<file path="src/rtl/instr_fetch_queue.sv">
// Instruction fetch front end: issues one instruction-memory request at a
// time, buffers {pc, instr} pairs in a circular queue and hands the head to
// the datapath over a valid/ready handshake. Redirect flushes the queue and
// restarts fetch at a new PC.
//
// state  | meaning
// -------+--------------------------------------------------------------
// IDLE   | queue has no room for another fetch; wait for a slot
// ISSUE  | imem_req pulse for fetch_pc (exactly one cycle)
// WAIT   | request outstanding, response will be queued
// DRAIN  | request outstanding but stale after a redirect; response dropped
module instr_fetch_queue #(
  parameter int DEPTH    = 4,
  parameter int PC_W     = 10,
  parameter int INSTR_W  = 16,
  parameter int RESET_PC = 0
) (
  input  logic               Clk,
  input  logic               Rst,
  output logic               imem_req,
  output logic [PC_W-1:0]    imem_addr,
  input  logic               imem_ack,
  input  logic [INSTR_W-1:0] imem_rdata,
  output logic               instr_valid,
  output logic [INSTR_W-1:0] instr,
  output logic [PC_W-1:0]    instr_pc,
  input  logic               instr_ready,
  input  logic               redirect,
  input  logic [PC_W-1:0]    redirect_pc
);

  localparam int PTR_W = $clog2(DEPTH);
  localparam int CNT_W = PTR_W + 1;

  typedef enum logic [1:0] {
    S_IDLE  = 2'd0,
    S_ISSUE = 2'd1,
    S_WAIT  = 2'd2,
    S_DRAIN = 2'd3
  } state_t;

  state_t             r_state;
  state_t             w_state_nxt;
  logic [PC_W-1:0]    r_fetch_pc;
  logic [PTR_W-1:0]   r_rd_ptr;
  logic [PTR_W-1:0]   r_wr_ptr;
  logic [CNT_W-1:0]   r_count;
  logic [CNT_W-1:0]   w_count_nxt;
  logic [PC_W-1:0]    r_q_pc    [DEPTH];
  logic [INSTR_W-1:0] r_q_instr [DEPTH];

  logic w_empty;
  logic w_ack_wait;
  logic w_push;
  logic w_pop;
  logic w_room;

  assign w_empty     = (r_count == '0);
  assign instr_valid = ~w_empty;
  assign instr       = w_empty ? '0 : r_q_instr[r_rd_ptr];
  assign instr_pc    = w_empty ? '0 : r_q_pc[r_rd_ptr];

  assign imem_req    = (r_state == S_ISSUE);
  assign imem_addr   = imem_req ? r_fetch_pc : '0;

  // Acks outside WAIT (DRAIN, or stray ones after reset) never reach the queue.
  assign w_ack_wait  = (r_state == S_WAIT) & imem_ack;
  assign w_push      = w_ack_wait & ~redirect;
  assign w_pop       = instr_valid & instr_ready & ~redirect;
  assign w_count_nxt = r_count + CNT_W'(w_push) - CNT_W'(w_pop);
  assign w_room      = (w_count_nxt < CNT_W'(DEPTH));

  // Next-state logic; a redirect empties the queue so it always leaves room.
  always_comb begin
    w_state_nxt = r_state;
    case (r_state)
      S_IDLE: begin
        if (redirect || w_room) begin
          w_state_nxt = S_ISSUE;
        end
      end
      S_ISSUE: begin
        w_state_nxt = redirect ? S_DRAIN : S_WAIT;
      end
      S_WAIT: begin
        if (imem_ack) begin
          if (redirect || w_room) begin
            w_state_nxt = S_ISSUE;
          end else begin
            w_state_nxt = S_IDLE;
          end
        end else if (redirect) begin
          w_state_nxt = S_DRAIN;
        end
      end
      S_DRAIN: begin
        if (imem_ack) begin
          w_state_nxt = S_ISSUE;
        end
      end
      default: begin
        w_state_nxt = S_IDLE;
      end
    endcase
  end

  // State register.
  always_ff @(posedge Clk) begin
    if (Rst) begin
      r_state <= S_IDLE;
    end else begin
      r_state <= w_state_nxt;
    end
  end

  // Fetch PC: redirect wins over the post-ack increment; wraps at 2^PC_W.
  always_ff @(posedge Clk) begin
    if (Rst) begin
      r_fetch_pc <= PC_W'(RESET_PC);
    end else if (redirect) begin
      r_fetch_pc <= redirect_pc;
    end else if (w_push) begin
      r_fetch_pc <= r_fetch_pc + PC_W'(1);
    end
  end

  // Queue pointers and occupancy; redirect flushes in the same edge.
  always_ff @(posedge Clk) begin
    if (Rst) begin
      r_rd_ptr <= '0;
      r_wr_ptr <= '0;
      r_count  <= '0;
    end else if (redirect) begin
      r_rd_ptr <= '0;
      r_wr_ptr <= '0;
      r_count  <= '0;
    end else begin
      if (w_push) begin
        r_wr_ptr <= r_wr_ptr + PTR_W'(1);
      end
      if (w_pop) begin
        r_rd_ptr <= r_rd_ptr + PTR_W'(1);
      end
      r_count <= w_count_nxt;
    end
  end

  // Queue storage; contents are don't-care while empty, so no reset.
  always_ff @(posedge Clk) begin
    if (!Rst && w_push) begin
      r_q_pc[r_wr_ptr]    <= r_fetch_pc;
      r_q_instr[r_wr_ptr] <= imem_rdata;
    end
  end

endmodule

</file>
<file path="config.mk">
export PLATFORM = sky130hd
export DESIGN_NAME = instr_fetch_queue
export DESIGN_NICKNAME = d
export VERILOG_FILES = /design/src/rtl/instr_fetch_queue.sv
export SDC_FILE = /design/constraint.sdc
export NUM_CORES = 1
export LEC_CHECK = 0
export CAP_MARGIN = 30
export CELL_PAD_IN_SITES_DETAIL_PLACEMENT = 0
export CELL_PAD_IN_SITES_GLOBAL_PLACEMENT = 1
export CORE_AREA = 4 4 105 157
export CTS_CLUSTER_SIZE = 16
export DETAILED_ROUTE_END_ITERATION = 10
export DIE_AREA = 0 0 109 161
export GPL_TIMING_DRIVEN = 0
export PLACE_DENSITY = 0.69
export SYNTH_ARGS = -nofsm -noshare
export SYNTH_HDL_FRONTEND = slang
export SYNTH_SLANG_ARGS = --single-unit
</file>
<file path="constraint.sdc">
create_clock -name Clk -period 3.5 [get_ports Clk]
set_input_delay 1.05 -clock Clk [delete_from_list [all_inputs] [get_ports Clk]]
set_output_delay 1.05 -clock Clk [all_outputs]
set_load 0.05 [all_outputs]
</file>
# After elaboration in Yosys (flattened, before gate mapping)
# Memory sizes are Yosys's and may differ from the RTL's. A register that Yosys moved wholly into a read port is not among the register bits.
# Index checks and enable logic that the tools add are counted.
[word_totals]
memories = 2
word_cells = 51
ff_bits = 19
in_bits = 31
ramBits = 104
out_inout_bits = 38
[memory_table]
columns = ["memory", "depth", "word_bits", "rd", "rd_ports_with_merged_regs", "write_ports", "line_no", "rtl"]
rows = [
  ["r_q_instr", 4, 16, 1, 1, 1, "50", "logic [INSTR_W-1:0] r_q_instr [DEPTH];"],
  ["r_q_pc", 4, 10, 1, 1, 1, "49", "logic [PC_W-1:0] r_q_pc [DEPTH];"],
]
[op_classes]
n_reduce_logical = 8
eq_ne = 6
add_sub_neg = 5
bitwise_logic = 6
order_cmp = 1
mux = 18
[ops]
columns = ["op", "n"]
rows = [
  ["$mux W10", 4],
  ["$mux W16", 1],
  ["$mux W2", 8],
  ["$add A10 B1 Y10 const B", 1],
  ["$pmux W2 S4", 1],
  ["$add A2 B1 Y2 const B", 2],
  ["$and A1 B1 Y1", 4],
  ["$eq A2 B2 Y1 const B", 2],
  ["$mux W1", 4],
  ["$ne A2 B2 Y1 const B", 2],
  ["$add A3 B1 Y3", 1],
  ["$logic_not A3 Y1", 1],
  ["$lt A3 B3 Y1 const B", 1],
  ["$ne A3 B3 Y1 const B", 1],
  ["$reduce_and A3 Y1", 1],
  ["$sub A3 B1 Y3", 1],
  ["$eq A2 B1 Y1 const B", 1],
  ["$logic_not A2 Y1", 1],
  ["$not A1 Y1", 2],
  ["$reduce_bool A2 Y1", 1],
  ["$reduce_or A2 Y1", 1],
  ["$logic_and A1 B1 Y1", 1],
  ["$logic_not A1 Y1", 1],
  ["$logic_or A1 B1 Y1", 1],
]

# Longest topological paths before layout
# Gate-level depths: netlist of the first run.
[depth]
depth_word = 10
mapped_depth = 14
depth_no_buf = 12

# Worst setup path before layout of the first run
# Ideal clock, no wire load.
[synth_timing]
kind = "input port to flip-flop"
from = "input port imem_ack"
to = "register r_state[0]"
required_ns = 3.372
cell_stages = 12
setup_slack_ns = 0.039
path_buffers = 2
arrival_time_ns = 3.333
cell_sequence = "and2_1 clkbuf_1 buf_2 nand2b_1 ha_1 inv_1 ha_1 fa_1 xor3_2 o21a_1 nor4_1 a211oi_1"
[synth_via]
elab_chain_cells = 9
[synth_lines]
columns = ["item", "line_no", "rtl"]
rows = [
  ["from (decl)", "22", "input logic imem_ack,"],
  ["$and A1 B1 Y1", "67", "assign w_ack_wait = (r_state == S_WAIT) & imem_ack;"],
  ["$and A1 B1 Y1", "68", "assign w_push = w_ack_wait & ~redirect;"],
  ["$add A3 B1 Y3", "70", "assign w_count_nxt = r_count + CNT_W'(w_push) - CNT_W'(w_pop);"],
  ["$sub A3 B1 Y3", "70", ""],
  ["$lt A3 B3 Y1", "71", "assign w_room = (w_count_nxt < CNT_W'(DEPTH));"],
  ["$logic_or A1 B1 Y1", "78, 87", ""],
  ["$mux W1", "87", "if (redirect || w_room) begin"],
  ["$mux W2", "86", "if (imem_ack) begin"],
  ["$pmux W2 S4", "76", "case (r_state)"],
  ["to (signal assigned)", "112", "r_state <= w_state_nxt;"],
  ["to (decl)", "42", "state_t r_state;"],
]
# Several ways; a longest one is shown, not always the timed one.
# A chain may end at the register's enable or synchronous reset.

# Worst setup path after layout of the first run
# Ends and elaborated chain as after synthesis.

==> metrics.csv, run 1 <==
stage;metric;value;unit
die;die area;17500;sq um
sta;Hold Vio Cnt, Final;0;
routing;antenna-violating nets left;0;
sta;Tcrit/Tclk final;97.5;%
clocking;Post-CTS Setup Bufs;0;
sta;fmax;293;MHz
synthesis;number of flops mapped to enable cells by yosys;104;
synthesis;synthesized area per cell;16.7;sq um
layout;Layout Cells excl Fill;610;
sta;Period minus WS final;3.41;ns
sta;Slew HR;50.5;%
layout;# diodes;0;
global_routing;largest net degree at the start of global routing;27;
layout;Area Overhead vs Synth;30.5;%
synthesis;Post-synth top cells;edfxtp_1 (104), and2_1 (39), mux4_2 (26), dfxtp_1 (21), inv_1 (12);
routing;final WL;10200;microns
routing;Routed WL per cell;16.7;microns
routing;DRC Markers;0;
sta;worst slew pin tran;0.742;ns
die;Die H;161;microns
layout;layout cells sized above 1;18.7;%
setup_path;CP Data Required Time;3.81;ns
setup_path;max incr delay on CP;0.44;ns
routing;routed via count;2835;
routing;First-pass DRT Iterations;5;
synthesis;sequential-to-total area share from yosys stat;67.9;%
synthesis;count leader, synth;edfxtp_1;
synthesis;warnings from Yosys;0;
power;Pint;2910;uW
power;P per Cell Area;538;nW/um^2
synthesis;Yosys cell types;40;
die;Initial Util;34.6;%
setup_path;Critical Path Sink Type;flip-flop;
power;sequential share of power;45.0;%
global_routing;first-pass GRT wire length;16100;microns
clocking;clock root cell;clkbuf_16;
clocking;clock transition at the registers of the reported paths;0.06;ns
clocking;number of buffers on the longest clock path;2;
sta;Final Skew;0.00984;ns
sta;Setup TNS;0;ns
routing;drt first-iter violations;150;
setup_path;CP arrival;3.73;ns
die;Chip Width;109;microns
synthesis;Syn Nets;356;
setup_path;Crit Path Class;in -> reg;
global_routing;GRT Overall Usage;12.4;%
power;switching power;756;uW
synthesis;Synth area leaders;edfxtp_1 (60%), mux4_2 (11%), dfxtp_1 (8.1%);
synthesis;largest area contributor in the netlist;edfxtp_1;
die;core area;15100;sq um
power;Logic pwr share;6.3;%
synthesis;async set-or-reset flop fraction in the synthesized netlist;0;%
synthesis;Main synth FF type;edfxtp_1;
placed_design;gpl congestion;0.744;
setup_path;crit-path cells;dlygate4sd2_1 -> and2_4 -> buf_4 -> nand2b_1 -> ha_1 -> inv_1 -> ha_1 -> fa_1 -> xor3_2 -> nor3b_4 -> nor4_1 -> a211oi_1;
power;leak pwr;0.00268;uW
sta;WHS;0.506;ns
power;Switching Fraction;20.6;%
placed_design;dpl hpwl;6630;microns
placed_design;IO buf count;68;
sta;Final Max Tran Viols;0;
worst_hold_path;Hold Path Class;reg -> reg;
layout;Final #Nets;441;
synthesis;post-synth top area share;59.8;%
synthesis;Netlist Area Pre-Place;5220;sq um
synthesis;Mapped Cells;313;
clocking;TritonCTS clock tree;yes;
setup_path;Crit path top cell by count;ha_1;
routing;Via-to-Cell Ratio;4.65;
sta;Final WS setup;0.0865;ns
clocking;hold_buf cts;0;
placed_design;placed cell count;580;
die;# rows;55;
power;VDD IR-drop max;0.340;mV
setup_path;Crit-path slowest cell;xor3_2;
setup_path;delay-heaviest family, CP;adder cells;
clocking;CTS Buf Count;17;
global_routing;vias in the first global route;3118;
clocking;Worst-Skew Late Latency;0.40;ns
setup_path;worst path bufs/invs;3;
setup_path;CP max FO;10;
clocking;clk sinks;125;
sta;Setup Viol. Count Final;0;
placed_design;pre-CTS WS;-0.981;ns
global_routing;GRT overflow;0;
setup_path;Worst Setup Start Kind;primary input;
global_routing;antenna violations before repair;0;
outcome;outcome;finished, final reports clean;
run;maxcap violations;0;
die;# IOs;69;
synthesis;#FFs+latches synth;125;
clocking;H-tree depth;4;
power;Clock Power Share;48.6;%
## routing by layer
layer,wire (microns),vias to the layer above,track usage (%),share of wire (%)
li1,-,1357,-,-
met1,4140,1388,13.7,41
met2,5470,80,22.1,54
met3,454,10,3.56,4.5
met4,110,0,4.82,1.1
met5,0,-,0,0
## worst reg2reg max path: cells and delay by family, from the launching register on
kind,cells,cell delay (ns)
simple gates,4,0.64
compound gates,1,0.23
flops,1,0.33
fa+ha+maj,4,1.14
buf+inv,3,0.34
xor+xnor,1,0.44
## logic make-up after synthesis
family | after synthesis | synth area share (%)
multiplexers | 30 | 12.0
XOR/XNOR | 13 | 2.49
AO/OA/AOI/OAI | 21 | 2.42
AND/OR/NAND/NOR | 84 | 9.59
adder cells (fa/ha/maj) | 12 | 3.02
buffers and inverters | 28 | 2.59
flip-flops | 125 | 67.9
## layout by cell type (no fill, tap or decap), drive strengths merged, types with 2 or more instances in the layout
master         synthesis  layout
clkbuf                 9      34
dlymetal6s2s           0      15
or2                    2       2
xnor2                  7       7
a21oi                  9       9
nor3b                  3       3
dlygate4sd2            0      22
mux4                  26      26
clkdlybuf4s50          0      31
nand3                  4       4
mux2i                  3       3
and3                   5       5
nand2                  6       6
inv                   12      12
o22ai                  3       3
clkinvlp               0       2
dfxtp                 21      21
o21ai                  2       2
and2                  39      39
and4                   2       2
buf                    7       6
o21a                   5       5
nand4                  5       5
nor2                  10      10
edfxtp               104     104
or3                    2       2
ha                    11      11
clkinv                 0       3
xor2                   5       5
## per-stage QoR
stage | power, uW | area [sq um] | utilization (%)
floorplan | 1810 | 5220 | -
global placement | 1910 | 6150 | 40.8
detailed placement | 1920 | 6150 | 40.8
CTS | 3690 | 6770 | 44.9
global route | 3790 | 6810 | 45.2
finish | 3670 | 6810 | 45.2
## sequential cells by signal (all words and copies together), names as in the netlist, named ones only
register / flops
r_wr_ptr: 2
r_state: 2
r_q_pc: 40
r_rd_ptr: 2
r_count: 3
r_fetch_pc: 10
r_q_instr: 64
## worst paths after layout
path | slack (ns) | start | end | depth (start not counted)
worst min-delay path | 0.51 | r_wr_ptr[1] | r_wr_ptr[1] | 2
worst min register to register | 0.51 | r_wr_ptr[1] | r_wr_ptr[1] | 2
worst max-delay path | 0.09 | imem_ack | r_state[0] | 12
worst max register to register | 0.30 | r_state[0] | r_state[0] | 13
## power by group through the flow
stage | sequential, uW | clock (uW) | combinational (uW)
6_report | 1650 | 1780 | 232
5_1_grt | 1650 | 1880 | 251
4_1_cts | 1650 | 1810 | 235
3_5_place_dp | 1680 | 0 | 235
3_3_place_gp | 1680 | 0 | 232
2_1_floorplan | 1670 | 0 | 140
## cell type report
class / instances / area (sq um)
well taps: 199 / 249
clock inverters: 6 / 67.6
inverters: 12 / 45.0
fillers: 1336 / 8260
repair buffers: 68 / 691
clock buffers: 26 / 563
flip-flops and latches: 125 / 3540
multi-input cells: 160 / 1560
plain buffers: 14 / 98.8
## what timing repair did
item	CTS	global route
endpoints found under the setup margin	23	32
gates resized for setup	30	19
pin swaps	0	0
Power figures use the tool's default switching activity.
==> inputs of run 2 (changes only) <==
--- a/config.mk
+++ b/config.mk
@@ -9,7 +9,6 @@
 export CELL_PAD_IN_SITES_DETAIL_PLACEMENT = 0
 export CELL_PAD_IN_SITES_GLOBAL_PLACEMENT = 1
 export CORE_AREA = 4 4 105 157
-export CTS_CLUSTER_SIZE = 16
 export DETAILED_ROUTE_END_ITERATION = 10
 export DIE_AREA = 0 0 109 161
 export GPL_TIMING_DRIVEN = 0
==> results of run 2 <==
The final DEF is identical to that of run 1; final timing and power are the same.
